## src/rtl/div_ctrl_pkg.sv

```systemverilog
// Shared types and helpers for the lane clock divider controller.
package div_pkg;

   typedef enum logic [1:0] {
      IDLE = 2'd0,
      RUN  = 2'd1,
      PEND = 2'd2
   } state_t;

   localparam int unsigned M_MIN = 2;

   // Counter width able to hold the value m_max.
   function automatic int unsigned cnt_width(input int unsigned m_max);
      return $clog2(m_max + 1);
   endfunction

endpackage

```

## src/rtl/div_ctrl_mod_counter.sv

```systemverilog
// Modulo counter with run enable, synchronous clear and terminal-count flag.
module mod_counter #(
   parameter int unsigned W = 5
) (
   input  logic         clk_in,
   input  logic         reset,
   input  logic         en,
   input  logic         clr,
   input  logic [W-1:0] modulus,
   output logic [W-1:0] cnt,
   output logic         wrap
);

   assign wrap = (cnt == modulus - W'(1));

   always_ff @(posedge clk_in) begin
      if (reset || clr) begin
         cnt <= '0;
      end else if (en) begin
         cnt <= wrap ? '0 : cnt + W'(1);
      end
   end

endmodule

```

## src/rtl/div_ctrl.sv

```systemverilog
// Lane clock divider controller: holds the active ratio and swaps in new
// ratios only at a period boundary so the divided clock never shows a runt.
module div_ctrl
   import div_pkg::*;
#(
   parameter  int unsigned M_MAX     = 16,
   parameter  int unsigned M_DEFAULT = 4,
   localparam int unsigned W         = cnt_width(M_MAX)
) (
   input  logic         clk_in,
   input  logic         reset,
   input  logic         enable,
   input  logic         cfg_valid,
   input  logic [W-1:0] cfg_m,
   output logic         cfg_ready,
   output logic         cfg_err,
   output logic         clk_out,
   output logic         tick,
   output logic [W-1:0] phase,
   output logic         busy
);

   state_t       state;
   logic [W-1:0] m_cur;
   logic [W-1:0] m_nxt;
   logic [W-1:0] cnt;
   logic         wrap;
   logic         accept;
   logic         legal;
   logic         cnt_en;
   logic         cnt_clr;

   assign accept  = cfg_valid && cfg_ready;
   assign legal   = (cfg_m >= W'(M_MIN)) && (cfg_m <= W'(M_MAX));
   assign cnt_en  = (state != IDLE);
   assign cnt_clr = (state == IDLE) || !enable;

   mod_counter #(.W(W)) u_cnt (
      .clk_in  (clk_in),
      .reset   (reset),
      .en      (cnt_en),
      .clr     (cnt_clr),
      .modulus (m_cur),
      .cnt     (cnt),
      .wrap    (wrap)
   );

   // Ratio registers and control FSM; dropping enable commits any pending ratio.
   always_ff @(posedge clk_in) begin
      if (reset) begin
         state   <= IDLE;
         m_cur   <= W'(M_DEFAULT);
         m_nxt   <= W'(M_DEFAULT);
         cfg_err <= 1'b0;
      end else begin
         cfg_err <= accept && !legal;
         case (state)
            IDLE: begin
               if (accept && legal) m_cur <= cfg_m;
               if (enable) state <= RUN;
            end
            RUN: begin
               if (!enable) begin
                  state <= IDLE;
                  if (accept && legal) m_cur <= cfg_m;
               end else if (accept && legal) begin
                  m_nxt <= cfg_m;
                  state <= PEND;
               end
            end
            PEND: begin
               if (!enable) begin
                  state <= IDLE;
                  m_cur <= m_nxt;
               end else if (wrap) begin
                  m_cur <= m_nxt;
                  state <= RUN;
               end
            end
            default: state <= IDLE;
         endcase
      end
   end

   assign cfg_ready = (state != PEND);
   assign busy      = (state == PEND);
   assign phase     = cnt;
   assign tick      = (state != IDLE) && wrap;
   assign clk_out   = (state != IDLE) && (cnt >= (m_cur >> 1));

endmodule

```

## config.mk

```make
export PLATFORM = sky130hd
export DESIGN_NAME = div_ctrl
export DESIGN_NICKNAME = d
export VERILOG_FILES = /design/src/rtl/div_ctrl_pkg.sv /design/src/rtl/div_ctrl_mod_counter.sv /design/src/rtl/div_ctrl.sv
export SDC_FILE = /design/constraint.sdc
export NUM_CORES = 1
export LEC_CHECK = 0
export ABC_AREA = 1
export BUFFER_PORTS_ARGS = -buffer_cell sky130_fd_sc_hd__buf_2
export CAP_MARGIN = 0
export CORE_MARGIN = 2
export CORE_UTILIZATION = 55
export CTS_CLUSTER_DIAMETER = 150
export DETAILED_ROUTE_END_ITERATION = 8
export GPL_TIMING_DRIVEN = 0
export HOLD_SLACK_MARGIN = 0.08
export PLACE_DENSITY_LB_ADDON = 0.05
export SYNTH_ARGS = -nofsm -noshare
export SYNTH_HDL_FRONTEND = slang
export SYNTH_HIERARCHICAL = 1
export SYNTH_SLANG_ARGS = --single-unit
```

## constraint.sdc

```tcl
create_clock -name clk_in -period 2.3 [get_ports clk_in]
set_input_delay 0 -clock clk_in [delete_from_list [all_inputs] [get_ports clk_in]]
set_output_delay 0 -clock clk_in [all_outputs]
set_load 0.005 [all_outputs]
```

==> results of run 1 <==
-- flip-flops by register name, indices dropped and copies added (netlist names) --
name       flops
m_cur          5
m_nxt          5
u_cnt/cnt      5
state          2
cfg_err        1
-- cell type report --
type	instances	area, µm²
multi-input combinational	139	726
timing repair buffer	30	208
tap	28	35.0
fill	206	649
sequential	18	363
clock buffer	3	22.5
inverter	39	151
buffer	1	15.0
-- cell usage after synthesis --
| master | number |
|---|---|
| buf_8 | 1 |
| nand3_2 | 4 |
| a21oi_2 | 2 |
| o21ai_2 | 2 |
| nor4_1 | 1 |
| nand2_1 | 63 |
| a21oi_1 | 13 |
| nor2_4 | 3 |
| nor3_2 | 1 |
| nor2_2 | 2 |
| nor3_1 | 1 |
| nand3b_1 | 2 |
| inv_1 | 32 |
| o21ai_0 | 3 |
| inv_2 | 6 |
| nand3_1 | 15 |
| nand2_4 | 1 |
| nand2_2 | 5 |
| ha_1 | 6 |
| inv_6 | 1 |
| nor2_1 | 15 |
| dfxtp_1 | 18 |
-- worst max-delay path, stage by stage, from the launching register on --
cell and delay (ns):
dfxtp_2 0.36, inv_1 0.06, ha_1 0.28, inv_1 0.06
nand2_1 0.04, nand2_1 0.06, nand2_1 0.07, nor2_2 0.12
nand3_2 0.14, inv_1 0.08, inv_1 0.05, nand3_2 0.09
a21oi_1 0.07, dlygate4sd3_1 0.58
-- cell usage in the layout, fill, tap and decap left out, drive strengths merged, types with 3 or more instances in the layout --
cell	n
nand2	69
inv	39
buf	20
nor2	20
nand3	19
dfxtp	18
a21oi	15
dlygate4sd3	11
ha	6
o21ai	5
clkbuf	3
-- logic make-up after synthesis --
logic type	after synthesis
adder cells (fa/ha/maj)	6
flip-flops	18
AO/OA/AOI/OAI	20
AND/OR/NAND/NOR	113
buffers and inverters	40
-- metal layers --
| metal | up-vias | track usage [%] | share of wire (%) |
|---|---|---|---|
| li1 | 678 | - | - |
| met1 | 570 | 25.0 | 42 |
| met2 | 25 | 47.0 | 53 |
| met3 | 6 | 3.45 | 3.9 |
| met4 | 0 | 9.21 | 1.9 |
| met5 | - | 0 | 0 |
-- what timing repair did --
| action | CTS | global route |
|---|---|---|
| hold endpoints to repair | 8 | 0 |
| hold buffers | 11 | 0 |
| resized for setup | 0 | 3 |
| buffers inserted | 0 | 1 |
| setup endpoints to repair | 0 | 3 |
-- through the flow --
| stage | total power, µW | cells | hold WS, ns |
|---|---|---|---|
| after detailed placement | 467 | 243 | 0.255 |
| final | 636 | 258 | 0.474 |
| after CTS | 632 | 257 | 0.473 |
| after global placement | 461 | 243 | 0.250 |
| after floorplan | 434 | 197 | 0.0691 |
| after global routing | 668 | 258 | 0.487 |
-- where the power goes --
part / internal [µW] / switching (µW) / total (µW)
clock: 61.0 / 99.9 / 161
sequential: 323 / 11.4 / 335
combinational: 58.5 / 81.5 / 140
-- final timing paths --
kind / cells past startpoint / endpoint / startpoint
setup / recovery: 13 / state[1]$_SDFFE_PP0P_ / m_cur[1]$_SDFFE_PP0P_
hold / removal: 2 / m_nxt[0]$_SDFFE_PP0P_ / m_nxt[0]$_SDFFE_PP0P_
setup reg to reg: 13 / state[1]$_SDFFE_PP0P_ / m_cur[1]$_SDFFE_PP0P_
hold reg to reg: 2 / m_nxt[0]$_SDFFE_PP0P_ / m_nxt[0]$_SDFFE_PP0P_
==> results.sh, run 1 <==
export IMPL_synth_top_family_by_area="simple AND/OR/NAND/NOR gates"
export IMPL_vias=1279
export IMPL_maxCapViolCount=0
export IMPL_grt_ovfl_total=0
export IMPL_synth_seq_cells=18
export IMPL_synth_top_area_share_pct=28.8
export IMPL_area_delta_synth_final_pct=21.6
export IMPL_dp_slack_ns=0.275
export IMPL_setup_worst_path_class="reg2reg"
export IMPL_synthAdderAreaFrac_pct=6.01
export IMPL_cts_tree="yes"
export IMPL_fin_util_pct=70.1
export IMPL_synth_compound_area_share_pct=9.21
export IMPL_port_buffers=18
export IMPL_final_area_um2=1520
export IMPL_status="complete, no violations"
export IMPL_root_buffer="clkbuf_4"
export IMPL_final_layout_size_suffix_gt1_share_pct=23.0
export IMPL_synth_xor_area_share_pct=0
export IMPL_worst_pin_slew_ns=0.290
export IMPL_critPathRequiredTime_ns=2.49
export IMPL_num_antenna_cells=0
export IMPL_peakVddDrop_mv=0.294
export IMPL_synth_warnings=6
export IMPL_hold_violations=0
export IMPL_synthSimpleGateAreaFrac_pct=42.6
export IMPL_synth_cells=197
export IMPL_vias_per_cell=4.96
export IMPL_grtUsageTotal_pct=23.9
export IMPL_die_x_um=51.7
export IMPL_nets=247
export IMPL_numClockSinks=18
export IMPL_end_kind="register"
export IMPL_syn_area_um2=1250
export IMPL_setup_slack_ns=0.144
export IMPL_power_leakage_uw=0.000782
export IMPL_syn_num_nets=212
export IMPL_drcViolationCount=0
export IMPL_die_h_um=51.7
export IMPL_r2r_setup_slack_ns=0.14
export IMPL_grt_pass1_wl_mm=4.81
export IMPL_wirelength_mm=2.71
export IMPL_io_pins=19
export IMPL_finalCriticalPeriod_ns=2.16
export IMPL_clkSlewWorstSetupHoldPaths_ns=0.11
export IMPL_clock_skew_ns=0.00944
export IMPL_detail_route_wl_per_cell_um=10.5
export IMPL_synth_cell_types=22
export IMPL_finalSetupTns_ns=0
export IMPL_ant_nets=0
export IMPL_synthTopCellsByArea="dfxtp_1, nand2_1, inv_1"
export IMPL_drt_iter0_drc=23
export IMPL_fmax_ghz=0.464
export IMPL_num_rows=17
export IMPL_firstDrtPassIters=4
export IMPL_core_area_um2=2170
export IMPL_cp_max_fo=4
export IMPL_ctsLongestPathBuffers=2
export IMPL_placed_area_um2=1380
export IMPL_synth_mux_area_share_pct=0
export IMPL_power_density_nw_per_um2=418
export IMPL_first_global_vias=1197
export IMPL_initial_core_util_pct=57.6
export IMPL_hold_class="reg2reg"
export IMPL_post_route_period_util_pct=93.7
export IMPL_cp_start_kind="register"
export IMPL_hpwl_mm=2.04
export IMPL_die_area_um2=2670
export IMPL_crit_arrival_ns=2.35
export IMPL_gp_congestion=0.805
export IMPL_yosys_area_top_type="dfxtp_1"
export IMPL_finalSetupViolCount=0
export IMPL_ctsHtreeMaxLevel=1
export IMPL_worstSkewPairLatency_ns=0.30
export IMPL_report_final_slew_viol_count=0
export IMPL_grt_max_degree=11
export IMPL_slew_headroom_pct=80.5
export IMPL_antenna_found_initial=0
export IMPL_numCtsBuffers=3
export IMPL_syn_area_per_cell_um2=6.34
export IMPL_rsz0062_at_grt="no"
export IMPL_ys_seq_area_share_pct=28.8
(Power assumes the default switching activity.)
==> run 2, diff against run 1 <==
- CELL_PAD_IN_SITES_DETAIL_PLACEMENT: unset -> 1
- CELL_PAD_IN_SITES_GLOBAL_PLACEMENT: unset -> 1
- CORE_UTILIZATION: 55 -> 39
==> run 2 against run 1 <==
  * Wire length rose by 18%
  * Non-clock buffer count increased by 3
  * Total power increased by 8.0%
  * Sequential cell count unchanged
  * Highest routed layer unchanged
  * First-iteration DRC count increased by 4.3%
  * Die area grew 38%
  * Cell count up 7.8%
  * Maximum frequency fell by 0.20%
  * Sequential share of layout area decreased by 0.93 points
==> results.sh, run 2 (same netlist as run 1, synthesis figures left out) <==
export IMPL_maxCapViolCount=0
export IMPL_final_layout_size_suffix_gt1_share_pct=23.5
export IMPL_rsz0062_at_grt="no"
export IMPL_final_common_cell="nand2_1"
export IMPL_ctsHtreeMaxLevel=1
export IMPL_numClockSinks=18
export IMPL_grt_max_degree=11
export IMPL_vias_per_cell=4.69
export IMPL_crit_arrival_ns=2.37
export IMPL_report_final_slew_viol_count=0
export IMPL_die_h_um=60.6
export IMPL_worstSkewPairLatency_ns=0.30
export IMPL_drt_iter0_drc=24
export IMPL_grt_ovfl_total=0
export IMPL_fmax_ghz=0.463
export IMPL_slew_headroom_pct=79.8
export IMPL_power_density_nw_per_um2=434
export IMPL_gp_congestion=0.775
export IMPL_drcViolationCount=0
export IMPL_setup_worst_path_class="reg2reg"
export IMPL_peakVddDrop_mv=0.239
export IMPL_area_delta_synth_final_pct=26.5
export IMPL_grt_pass1_wl_mm=5.20
export IMPL_cts_tree="yes"
export IMPL_io_pins=19
export IMPL_p_int_uw=480
export IMPL_post_route_period_util_pct=93.9
export IMPL_busiest_layer="met2"
export IMPL_ctsLongestPathBuffers=2
export IMPL_hold_class="in2reg"
export IMPL_nets=250
export IMPL_finalSetupTns_ns=0
export IMPL_critPathRequiredTime_ns=2.51
export IMPL_status="complete, no violations"
export IMPL_antenna_found_initial=0
export IMPL_end_kind="register"
export IMPL_placed_cells_incl_taps=259
export IMPL_root_buffer="clkbuf_4"
export IMPL_pwr_share_clk_pct=30.1
export IMPL_grt_util_met1_pct=20.2
export IMPL_power_leakage_uw=0.000805
export IMPL_die_area_um2=3670
export IMPL_finalSetupViolCount=0
export IMPL_worst_pin_slew_ns=0.303
export IMPL_hold_violations=0
export IMPL_combinationalPowerShare_pct=21.1
export IMPL_wirelength_mm=3.19
export IMPL_final_cell_mix="nand2_1, inv_1, buf_2"
export IMPL_use_met3_pct=2.56
export IMPL_clock_skew_ns=0.0134
export IMPL_seqPwrFrac_pct=48.8
export IMPL_clkSlewWorstSetupHoldPaths_ns=0.12
export IMPL_switchingPower_uw=206
export IMPL_fillCellCount=442
export IMPL_ant_nets=0
export IMPL_final_cells=278
export IMPL_finalCriticalPeriod_ns=2.16
export IMPL_detail_route_wl_per_cell_um=11.5
export IMPL_port_buffers=18
export IMPL_die_x_um=60.6
export IMPL_vias=1303
export IMPL_firstDrtPassIters=3
export IMPL_first_global_vias=1214
export IMPL_hpwl_mm=2.46
export IMPL_netSwitchingFraction_pct=30.0
export IMPL_core_area_um2=3050
export IMPL_cp_max_fo=4
export IMPL_num_antenna_cells=0
export IMPL_fin_util_pct=51.8
export IMPL_numCtsBuffers=3
export IMPL_grt_use_met2_pct=37.9
export IMPL_biggestRegsByFlops="m_cur (5), m_nxt (5), u_cnt/cnt (5)"
export IMPL_cp_start_kind="register"
export IMPL_grtUsageTotal_pct=19.0
export IMPL_num_rows=20
export IMPL_initial_core_util_pct=40.9
## run 2: through the flow
step                total power (µW)  hold slack (ns)  setup slack, ns  cell area [µm²]
finish                           687            0.476            0.140             1580
CTS                              693            0.460            0.101             1560
global route                     733            0.516           0.0151             1580
floorplan                        434           0.0691            0.501             1250
detailed placement               471            0.241            0.220             1400
global placement                 463            0.238            0.292             1400
## run 2: cell type report
class                   count  area (µm²)  area share, %
multi-input cells         139         726           45.9
flip-flops and latches     18         363           22.9
repair buffers             33         235           14.9
inverters                  39         151           9.57
well taps                  44        55.1           3.48
clock buffers               4        36.3           2.29
plain buffers               1        15.0          0.949
## run 2: power groups by stage
stage	Combinational, µW	Sequential (µW)	Clock, µW
finish	145	335	207
global route	165	337	231
CTS	142	335	216
detailed placement	129	342	0
global placement	122	341	0
floorplan	94.6	339	0
## run 2: critical path, stage by stage (launching register included)
cell           delay, ns
dfxtp_2             0.35
inv_1               0.09
ha_2                0.29
inv_1               0.05
nand2_1             0.04
nand2_1             0.07
nand2_1             0.06
nor2_1              0.13
nand3_2             0.14
inv_1               0.08
inv_1               0.06
nand3_2             0.10
a21oi_1             0.08
dlygate4sd3_1       0.56
## run 2: worst paths after layout
kind,from,end,slack (ns),cells past startpoint
setup reg to reg,m_cur[1]$_SDFFE_PP0P_,state[1]$_SDFFE_PP0P_,0.14,13
setup / recovery,m_cur[1]$_SDFFE_PP0P_,state[1]$_SDFFE_PP0P_,0.14,13
hold / removal,cfg_m[2],m_nxt[2]$_SDFFE_PP1P_,0.48,4
hold reg to reg,m_nxt[0]$_SDFFE_PP0P_,m_nxt[0]$_SDFFE_PP0P_,0.49,2
## run 2: repair_timing
action                                 CTS  global route
endpoints found under the hold margin    9             0
gates resized for setup                  0             3
hold buffers                            13             0
setup endpoints to repair                0             2
setup buffers                            0             2
## run 2: layer usage
layer	up-vias	share of wire [%]
li1	684	-
met5	-	0
met1	601	41
met2	16	56
met4	0	0.53
met3	2	2.2
==> run 3, diff against run 2 <==
- CELL_PAD_IN_SITES_DETAIL_PLACEMENT: 1 -> 0
- RECOVER_POWER: unset -> 100
==> run 3 against run 2 <==
  * Global-route usage shrank 2.5 points
  * Utilization shrank 1.7 points
  * Sequential power is essentially flat
  * Largest cell class unchanged
  * Register-to-register slack gained 0.11 ns
  * Hold slack gained 0.017 ns
  * Clock skew shrank 0.0039 ns
  * Clock power shrank 24%
  * Total power shrank 8.5%
  * Die area is the same
  * First-iteration DRC count grew 130%
==> results.sh, run 3 (same netlist as run 1, synthesis figures left out) <==
export IMPL_post_route_period_util_pct=89.1
export IMPL_setup_slack_ns=0.251
export IMPL_final_layout_size_suffix_gt1_share_pct=18.5
export IMPL_route_met3_wl_um=70
export IMPL_status="complete, no violations"
export IMPL_numClockSinks=18
export IMPL_grt_pass1_wl_mm=4.57
export IMPL_power_density_nw_per_um2=411
export IMPL_initial_core_util_pct=40.9
export IMPL_clock_skew_ns=0.00949
export IMPL_grt_ovfl_total=0
export IMPL_biggestRegsByFlops="m_cur (5), m_nxt (5), u_cnt/cnt (5)"
export IMPL_critPathRequiredTime_ns=2.49
export IMPL_end_kind="register"
export IMPL_setup_worst_path_class="reg2reg"
export IMPL_nets=249
export IMPL_cts_resized=0
export IMPL_cp_start_kind="register"
export IMPL_wl_met2_mm=1.41
export IMPL_gp_congestion=0.775
export IMPL_slew_headroom_pct=56.7
export IMPL_ant_nets=0
export IMPL_port_buffers=18
export IMPL_combinationalPowerShare_pct=21.7
export IMPL_top_layer="met4"
export IMPL_area_delta_synth_final_pct=22.3
export IMPL_worstSkewPairLatency_ns=0.29
export IMPL_ctsLongestPathBuffers=2
export IMPL_drcViolationCount=0
export IMPL_detail_route_wl_per_cell_um=9.58
export IMPL_routedLengthMet1_mm=1.13
export IMPL_p_int_uw=441
export IMPL_io_pins=19
export IMPL_seqPwrFrac_pct=53.1
export IMPL_fmax_ghz=0.488
export IMPL_grtUsageTotal_pct=16.5
export IMPL_pwr_share_clk_pct=25.2
export IMPL_firstDrtPassIters=4
export IMPL_netSwitchingFraction_pct=29.8
export IMPL_finalCriticalPeriod_ns=2.05
export IMPL_vias=1265
export IMPL_hpwl_mm=2.06
export IMPL_maxCapViolCount=0
export IMPL_num_antenna_cells=0
export IMPL_first_global_vias=1120
export IMPL_rsz0062_at_grt="no"
export IMPL_die_x_um=60.6
export IMPL_power_leakage_uw=0.000772
export IMPL_hold_class="reg2reg"
export IMPL_antenna_found_initial=0
export IMPL_drt_iter0_drc=55
export IMPL_numCtsBuffers=3
export IMPL_ctsHtreeMaxLevel=1
export IMPL_num_rows=20
export IMPL_die_area_um2=3670
export IMPL_crit_arrival_ns=2.24
export IMPL_vias_per_cell=4.58
export IMPL_die_h_um=60.6
export IMPL_finalSetupTns_ns=0
export IMPL_peakVddDrop_mv=0.266
export IMPL_final_cell_mix="nand2_1, inv_1, dfxtp_1"
export IMPL_clkSlewWorstSetupHoldPaths_ns=0.11
export IMPL_report_final_slew_viol_count=0
export IMPL_root_buffer="clkbuf_4"
export IMPL_wirelength_mm=2.65
export IMPL_worst_pin_slew_ns=0.649
export IMPL_cts_tree="yes"
export IMPL_core_area_um2=3050
export IMPL_fin_util_pct=50.1
export IMPL_cp_max_fo=10
export IMPL_dp_slack_ns=0.262
export IMPL_grt_max_degree=11
export IMPL_hold_violations=0
export IMPL_finalSetupViolCount=0
export IMPL_final_common_cell="nand2_1"
export IMPL_switchingPower_uw=187
==> run 3: changes by cell type in the layout (fill, tap and decap cells not counted) <==
cell,delta
buf_2,-4
ha_1,+1
clkbuf_8,-1
dfxtp_1,+2
buf_4,-2
ha_2,-1
nor2_1,+2
dfxtp_2,-2
clkbuf_2,+1
inv_1,+1
buf_8,-1
clkbuf_1,+4
inv_2,-1
nor2_4,-1
==> run 3: routing by layer <==
metal,up-vias,global-route usage [%]
met2,18,31.3
met3,4,2.56
li1,680,-
met4,0,6.52
met1,563,18.0
met5,-,0
==> run 3: final cells by class <==
cell class              count  area, µm²
inverters                  39        151
plain buffers               1       3.75
repair buffers             31        216
multi-input cells         140        719
well taps                  44       55.1
fillers                   343       1520
flip-flops and latches     18        360
clock buffers               3       22.5
==> run 3: final timing paths <==
check	startpoint	end	slack, ns	cells past startpoint
worst min-delay path	m_nxt[2]$_SDFFE_PP1P_	m_nxt[2]$_SDFFE_PP1P_	0.49	2
worst min register to register	m_nxt[2]$_SDFFE_PP1P_	m_nxt[2]$_SDFFE_PP1P_	0.49	2
worst max-delay path	state[1]$_SDFFE_PP0P_	cfg_err$_SDFF_PP0_	0.25	5
worst max register to register	state[1]$_SDFFE_PP0P_	cfg_err$_SDFF_PP0_	0.25	5
==> run 3: power groups by stage <==
stage | clock, µW | combinational (µW) | sequential (µW)
5_1_grt | 177 | 159 | 336
6_report | 158 | 136 | 334
3_5_place_dp | 0 | 125 | 342
3_3_place_gp | 0 | 122 | 341
4_1_cts | 170 | 138 | 335
2_1_floorplan | 0 | 94.6 | 339
==> run 3: per-stage QoR <==
stage	total power, µW	hold slack [ns]	instance area, µm²	std cells
after floorplan	434	0.0691	1250	197
after global routing	672	0.528	1530	276
after CTS	643	0.462	1550	275
final	628	0.493	1530	276
after detailed placement	467	0.234	1400	259
after global placement	463	0.238	1400	259
==> run 3: repair_timing <==
item,CTS,global route
buffers inserted,0,0
hold buffers,13,0
setup endpoints to repair,0,1
hold endpoints to repair,9,0
==> run 3: critical path: stages, from the launching register on <==
cell           delay (ns)
dfxtp_1              0.37
inv_1                0.11
nor2_1               0.25
clkbuf_1             0.54
nor4_1               0.09
dlygate4sd3_1        0.58
